$ cat config.mk
export PLATFORM = sky130hd
export DESIGN_NAME = nibble_pair_demux
export DESIGN_NICKNAME = d
export VERILOG_FILES = /design/src/rtl/nibble_pair_demux_pkg.sv /design/src/rtl/nibble_pair_assembler.sv /design/src/rtl/nibble_pair_demux.sv
export SDC_FILE = /design/constraint.sdc
export NUM_CORES = 1
export LEC_CHECK = 0
export ABC_AREA = 1
export CAP_MARGIN = 40
export CELL_PAD_IN_SITES_DETAIL_PLACEMENT = 1
export CELL_PAD_IN_SITES_GLOBAL_PLACEMENT = 2
export CORE_ASPECT_RATIO = 0.6
export CORE_MARGIN = 3
export CORE_UTILIZATION = 29
export CTS_CLUSTER_SIZE = 25
export DETAILED_ROUTE_END_ITERATION = 6
export HOLD_SLACK_MARGIN = 0.12
export PLACE_DENSITY_LB_ADDON = 0.1
export SKIP_CTS_REPAIR_TIMING = 1
export SLEW_MARGIN = 30
export SYNTH_ARGS = -nofsm -noshare
export SYNTH_HDL_FRONTEND = slang
export SYNTH_SLANG_ARGS = --single-unit
$ cat constraint.sdc
create_clock -name clk -period 1.85 [get_ports clk]
set_clock_uncertainty 0.2 [all_clocks]
set_input_delay 0.2775 -clock clk [delete_from_list [all_inputs] [get_ports clk]]
set_output_delay 0.2775 -clock clk [all_outputs]
set_load 0.05 [all_outputs]
$ cat src/rtl/nibble_pair_demux_pkg.sv
// ============================================================================
//  Module      : nibble_pair_demux_pkg
//  Description : Shared types, channel indices and timer sizing helper for
//                the nibble pair demultiplexer.
//  Revision    : 1.0 - initial release
// ============================================================================
`default_nettype none

package nibble_pair_demux_pkg;

    typedef enum logic [0:0] {
        ST_IDLE = 1'b0,
        ST_HALF = 1'b1
    } asm_state_t;

    localparam int CH0 = 0;
    localparam int CH1 = 1;

    // Timer must be able to hold TIMEOUT-1; never narrower than one bit.
    function automatic int timer_width(input int timeout);
        int w;
        w = $clog2(timeout + 1);
        return (w < 1) ? 1 : w;
    endfunction

endpackage

`default_nettype wire

$ cat src/rtl/nibble_pair_assembler.sv
// ============================================================================
//  Module      : nibble_pair_assembler
//  Description : One channel of the demux: pairs low/high nibbles into a
//                byte, holds it in an output register, and discards a stale
//                low nibble after TIMEOUT idle cycles.
//  Revision    : 1.0 - initial release
// ============================================================================
`default_nettype none

module nibble_pair_assembler
    import nibble_pair_demux_pkg::*;
#(
    parameter int W       = 4,
    parameter int TIMEOUT = 16
) (
    input  logic           clk,
    input  logic           rst,
    input  logic [W-1:0]   i_data,
    input  logic           i_valid,
    input  logic           i_sel,
    input  logic           i_out_ready,
    input  logic           i_err_clr,
    output logic           o_ready,
    output logic [2*W-1:0] o_data,
    output logic           o_valid,
    output logic           o_err
);

    localparam int             TW           = timer_width(TIMEOUT);
    localparam bit             c_timeout_en = (TIMEOUT > 0);
    localparam logic [TW-1:0]  c_timer_last = c_timeout_en ? TW'(TIMEOUT - 1) : '0;

    asm_state_t       r_state;
    asm_state_t       w_state_nxt;
    logic [W-1:0]     r_low;
    logic [TW-1:0]    r_timer;
    logic [2*W-1:0]   r_data;
    logic             r_valid;
    logic             r_err;
    logic             w_accept;
    logic             w_expire;
    logic             w_drain;

    assign w_accept = i_valid && i_sel && o_ready;
    assign w_drain  = r_valid && i_out_ready;
    // An accepted high nibble on the expiry cycle completes the byte instead.
    assign w_expire = c_timeout_en && (r_state == ST_HALF) && !w_accept &&
                      (r_timer == c_timer_last);

    always_ff @(posedge clk) begin
        if (rst) begin
            r_state <= ST_IDLE;
        end else begin
            r_state <= w_state_nxt;
        end
    end

    always_comb begin
        w_state_nxt = r_state;
        case (r_state)
            ST_IDLE: if (w_accept)             w_state_nxt = ST_HALF;
            ST_HALF: if (w_accept || w_expire) w_state_nxt = ST_IDLE;
            default:                           w_state_nxt = ST_IDLE;
        endcase
    end

    always_comb begin
        o_ready = 1'b1;
        if (r_state == ST_HALF) begin
            o_ready = !r_valid || i_out_ready;
        end
    end

    always_ff @(posedge clk) begin
        if (rst) begin
            r_low <= '0;
        end else if (w_accept && (r_state == ST_IDLE)) begin
            r_low <= i_data;
        end
    end

    // Stalled beats do not restart the count, so back-pressure can expire it.
    always_ff @(posedge clk) begin
        if (rst) begin
            r_timer <= '0;
        end else if ((r_state == ST_IDLE) || w_accept || w_expire) begin
            r_timer <= '0;
        end else if (c_timeout_en) begin
            r_timer <= r_timer + 1'b1;
        end
    end

    always_ff @(posedge clk) begin
        if (rst) begin
            r_data  <= '0;
            r_valid <= 1'b0;
        end else if (w_accept && (r_state == ST_HALF)) begin
            r_data  <= {i_data, r_low};
            r_valid <= 1'b1;
        end else if (w_drain) begin
            r_valid <= 1'b0;
        end
    end

    always_ff @(posedge clk) begin
        if (rst) begin
            r_err <= 1'b0;
        end else if (w_expire) begin
            r_err <= 1'b1;
        end else if (i_err_clr) begin
            r_err <= 1'b0;
        end
    end

    assign o_data  = r_data;
    assign o_valid = r_valid;
    assign o_err   = r_err;

endmodule

`default_nettype wire

$ cat src/rtl/nibble_pair_demux.sv
// ============================================================================
//  Module      : nibble_pair_demux
//  Description : Splits a time-shared nibble lane into two byte channels with
//                independent valid/ready outputs and pairing timeout flags.
//  Revision    : 1.0 - initial release
// ============================================================================
`default_nettype none

module nibble_pair_demux
    import nibble_pair_demux_pkg::*;
#(
    parameter int W       = 4,
    parameter int TIMEOUT = 16
) (
    input  logic           clk,
    input  logic           rst,
    input  logic [W-1:0]   in_data,
    input  logic           in_sel,
    input  logic           in_valid,
    output logic           in_ready,
    output logic [2*W-1:0] ch0_data,
    output logic           ch0_valid,
    input  logic           ch0_ready,
    output logic [2*W-1:0] ch1_data,
    output logic           ch1_valid,
    input  logic           ch1_ready,
    output logic [1:0]     err_timeout,
    input  logic           err_clr
);

    logic [1:0]     w_sel;
    logic [1:0]     w_ready;
    logic [1:0]     w_out_ready;
    logic [1:0]     w_valid;
    logic [1:0]     w_err;
    logic [2*W-1:0] w_data [2];

    assign w_out_ready[CH0] = ch0_ready;
    assign w_out_ready[CH1] = ch1_ready;

    generate
        for (genvar n = 0; n < 2; n++) begin : g_ch
            assign w_sel[n] = (in_sel == 1'(n));

            nibble_pair_assembler #(
                .W       (W),
                .TIMEOUT (TIMEOUT)
            ) u_asm (
                .clk         (clk),
                .rst         (rst),
                .i_data      (in_data),
                .i_valid     (in_valid),
                .i_sel       (w_sel[n]),
                .i_out_ready (w_out_ready[n]),
                .i_err_clr   (err_clr),
                .o_ready     (w_ready[n]),
                .o_data      (w_data[n]),
                .o_valid     (w_valid[n]),
                .o_err       (w_err[n])
            );
        end
    endgenerate

    // Ready reflects only the selected channel, never in_valid.
    assign in_ready    = in_sel ? w_ready[CH1] : w_ready[CH0];

    assign ch0_data    = w_data[CH0];
    assign ch0_valid   = w_valid[CH0];
    assign ch1_data    = w_data[CH1];
    assign ch1_valid   = w_valid[CH1];
    assign err_timeout = w_err;

endmodule

`default_nettype wire

==> summary.txt <==
Outcome
  – Status: complete, no violations

Critical path
  – WP data required: 1.37 ns
  – CP Max Fanout: 2
  – Startpoint Class: input pin
  – Slowest stage delay, CP: 0.40 ns
  – Crit path DAT: 1.30 ns
  – Critical-path cell list: clkdlybuf4s50_1 -> inv_1 -> nand3_2 -> mux2_2 -> buf_6
  – Crit path capture type: primary output
  – CP max-delay cell: clkdlybuf4s50_1
  – Type of the worst setup path: input pin to primary output

Synthesis
  – Synth warnings: 0
  – Synth Area in XOR/XNOR: 1.944%
  – Yosys top cell by area: dfxtp_1
  – Mux cell area share after synthesis: 0.6250%
  – Post-Synth Adder-Cell Area: 2.778%
  – Synth Area in Simple Gates: 31.39%
  – Cells after Synth: 246
  – Post-synth cell types: 22
  – FF+latch count, synth: 40
  – Leading cell types by total area after synthesis: dfxtp_1 (44%), inv_1 (12%), nand2_1 (9.0%)
  – Register area share after synthesis: 44.44%
  – Post-synth top area share: 44.44%
  – Synth Area in Compound Gates: 3.056%
  – Mapped Area: 0.001802 mm2
  – Largest family of logic cells by synthesized area: simple AND/OR/NAND/NOR gates
  – Syn Area/Cell: 7.324 um2
  – Synth Net Count: 261

Die
  – Core ar.: 0.005781 mm2
  – Die area: 0.007226 mm2
  – Die width: 107.8 um
  – Die H: 67.06 um
  – Site Rows: 21
  – Initial core utilization: 31.17%
  – Top Ports: 32

Route
  – Wirelength per Cell: 11.51 um
  – Via-to-Cell Ratio: 4.148
  – 1st-pass router iterations: 6
  – Vias: 1518
  – # DRC: 0
  – Routed WL: 4211 um
  – Initial DRC count: 52
  – Antenna-violating nets left: 0

Power
  – Leak: 1.048 nW
  – Sequential group share of total power: 51.9%
  – P_sw: 0.4618 mW
  – Peak supply drop: 0.3090 mV
  – Pwr/cell area: 765.7 mW/mm2
  – Clock power share: 34.4%
  – Comb power frac: 13.6%
  – Switching share of power: 26.54%
  – Internal power: 1.278 mW

Timing
  – Final slew viol count: 0
  – Setup violators final: 0
  – Slew @ Worst Pin: 0.3677 ns
  – Min cycle time layout: 1.778 ns
  – RSZ-0062 raised after global routing: false
  – Final hold slack: 0.2583 ns
  – Fmax: 562.3 MHz
  – Rel. slew slack: 75.45%
  – Final Hold Vio Count: 0
  – Setup TNS: 0 ns
  – Period utilization: 96.12%

Clock tree
  – Num Clock Sinks: 40
  – CTS Root Buffer Type: clkbuf_8
  – Worst-Skew Late Latency: 0.29 ns
  – H-Tree Level Count: 2
  – CTS tree: built
  – Clock transition at path regs: 0.07 ns
  – Inserted Clock Buffers: 5
  – Maximum root-to-sink buffer count: 2

GRT
  – Number of global-route vias before repair: 1496
  – Largest net degree at the start of global routing: 24
  – Congestion Overflow GR: 0
  – Met1 GRT Util: 19.41%
  – First-pass GRT wire length: 7293 um
  – Global Route met2 Usage: 18.27%
  – Global router's overall resource usage: 13.18%
  – Antenna violations before repair: 0
  – Global Route met3 Usage: 3.775%
  – Grt peak-use layer: met1

Layout
  – Fillers: 733
  – Layout cells sized above 1: 17.48%
  – Syn-to-layout area delta: 26.11%
  – Commonest non-fill, non-tap cell in the layout: inv_1
  – Commonest non-fill, non-tap cells in the layout: inv_1 (57), nand2_1 (43), dfxtp_1 (40), nor2_1 (36), buf_4 (29)
  – Footprint of the multi-input gates: 721.9 um2
  – Diodes inserted: 0
  – Storage cell area: 800.8 um2
  – Fin nets: 300

Place
  – DP HPWL: 3294 um
  – Routability Congestion: 0.7019
  – I/O Buffers: 31

Worst hold path
  – Hold crit path type: flop to flop

Job
  – Max-cap violations: 0
kinds of logic (layout without fill, tap and decap cells):
logic type / count (synthesis) / count (layout)
buffers and inverters: 68 / 108
xor gates and xnor gates: 4 / 4
adders and majority gates: 4 / 4
DFF: 40 / 40
muxes: 1 / 1
AOI/OAI and AO/OA: 11 / 11
and+or+nand+nor: 118 / 118
metal layers:
metal | vias up | wire (um) | part of all wire [%]
met4 | 0 | 36 | 0.85
li1 | 820 | - | -
met1 | 671 | 2400 | 57
met2 | 22 | 1602 | 38
met3 | 5 | 172 | 4.1
met5 | - | 0 | 0
sequential cells by signal (all words and copies together), names as in the netlist:
| register | count |
|---|---|
| g_ch.u_asm.o_data | 16 |
| g_ch.u_asm.o_err | 2 |
| g_ch.u_asm.o_valid | 2 |
| g_ch.u_asm.r_low | 8 |
| g_ch.u_asm.r_state | 2 |
| g_ch.u_asm.r_timer | 10 |
final cells by class:
cell class / count / area share, %
flip-flops and latches: 40 / 35.24
multi-input cells: 138 / 31.77
repair buffers: 40 / 14.48
inverters: 60 / 10.13
well taps: 80 / 4.405
clock buffers: 8 / 3.965
worst paths after layout:
kind	startpoint	to	slack [ns]	cells past startpoint
setup / recovery	ch0_ready	in_ready	0.07	5
hold / removal	g_ch[0].u_asm.r_timer[0]	g_ch[0].u_asm.r_timer[0]	0.26	1
setup reg to reg	g_ch[1].u_asm.r_timer[0]	g_ch[1].u_asm.r_timer[3]	0.30	6
hold reg to reg	g_ch[0].u_asm.r_timer[0]	g_ch[0].u_asm.r_timer[0]	0.26	1
synthesized netlist by cell type:
| cell | instances |
|---|---|
| nand2_1 | 43 |
| nand3_4 | 2 |
| nor2_4 | 2 |
| o21ai_1 | 6 |
| mux2_2 | 1 |
| nand3_2 | 2 |
| nand4_1 | 16 |
| and3_1 | 2 |
| inv_1 | 57 |
| xnor2_1 | 2 |
| clkinv_4 | 1 |
| buf_6 | 1 |
| buf_2 | 4 |
| inv_2 | 2 |
| a21oi_1 | 5 |
| nand2_2 | 3 |
| xor2_1 | 2 |
| ha_1 | 4 |
| buf_4 | 3 |
| nand3_1 | 12 |
| dfxtp_1 | 40 |
| nor2_1 | 36 |
power groups by stage:
| stage | combinational, mW | clock [mW] | sequential (mW) |
|---|---|---|---|
| floorplan | 0.112 | 0 | 0.964 |
| global placement | 0.238 | 0 | 0.924 |
| detailed placement | 0.239 | 0 | 0.924 |
| CTS | 0.240 | 0.631 | 0.904 |
| global route | 0.268 | 0.673 | 0.907 |
| finish | 0.237 | 0.599 | 0.904 |
stage by stage:
step | instances | setup slack [ns] | power [mW] | cell area, um2 | utilization [%]
after CTS | 366 | 0.0001086 | 1.775 | 2263 | 39.16
after floorplan | 246 | 0.1689 | 1.077 | 1802 | -
after global placement | 358 | 0.02236 | 1.162 | 2173 | 37.60
after detailed placement | 358 | 0.005357 | 1.163 | 2173 | 37.60
after global routing | 366 | 0.01300 | 1.848 | 2272 | 39.31
final | 366 | 0.07169 | 1.740 | 2272 | 39.31
critical path: cells and delay by family:
kind	cells	cell delay, ns
mux	1	0.29
buf+inv	3	0.63
simple gates	1	0.10
Power figures use the tool's default switching activity.
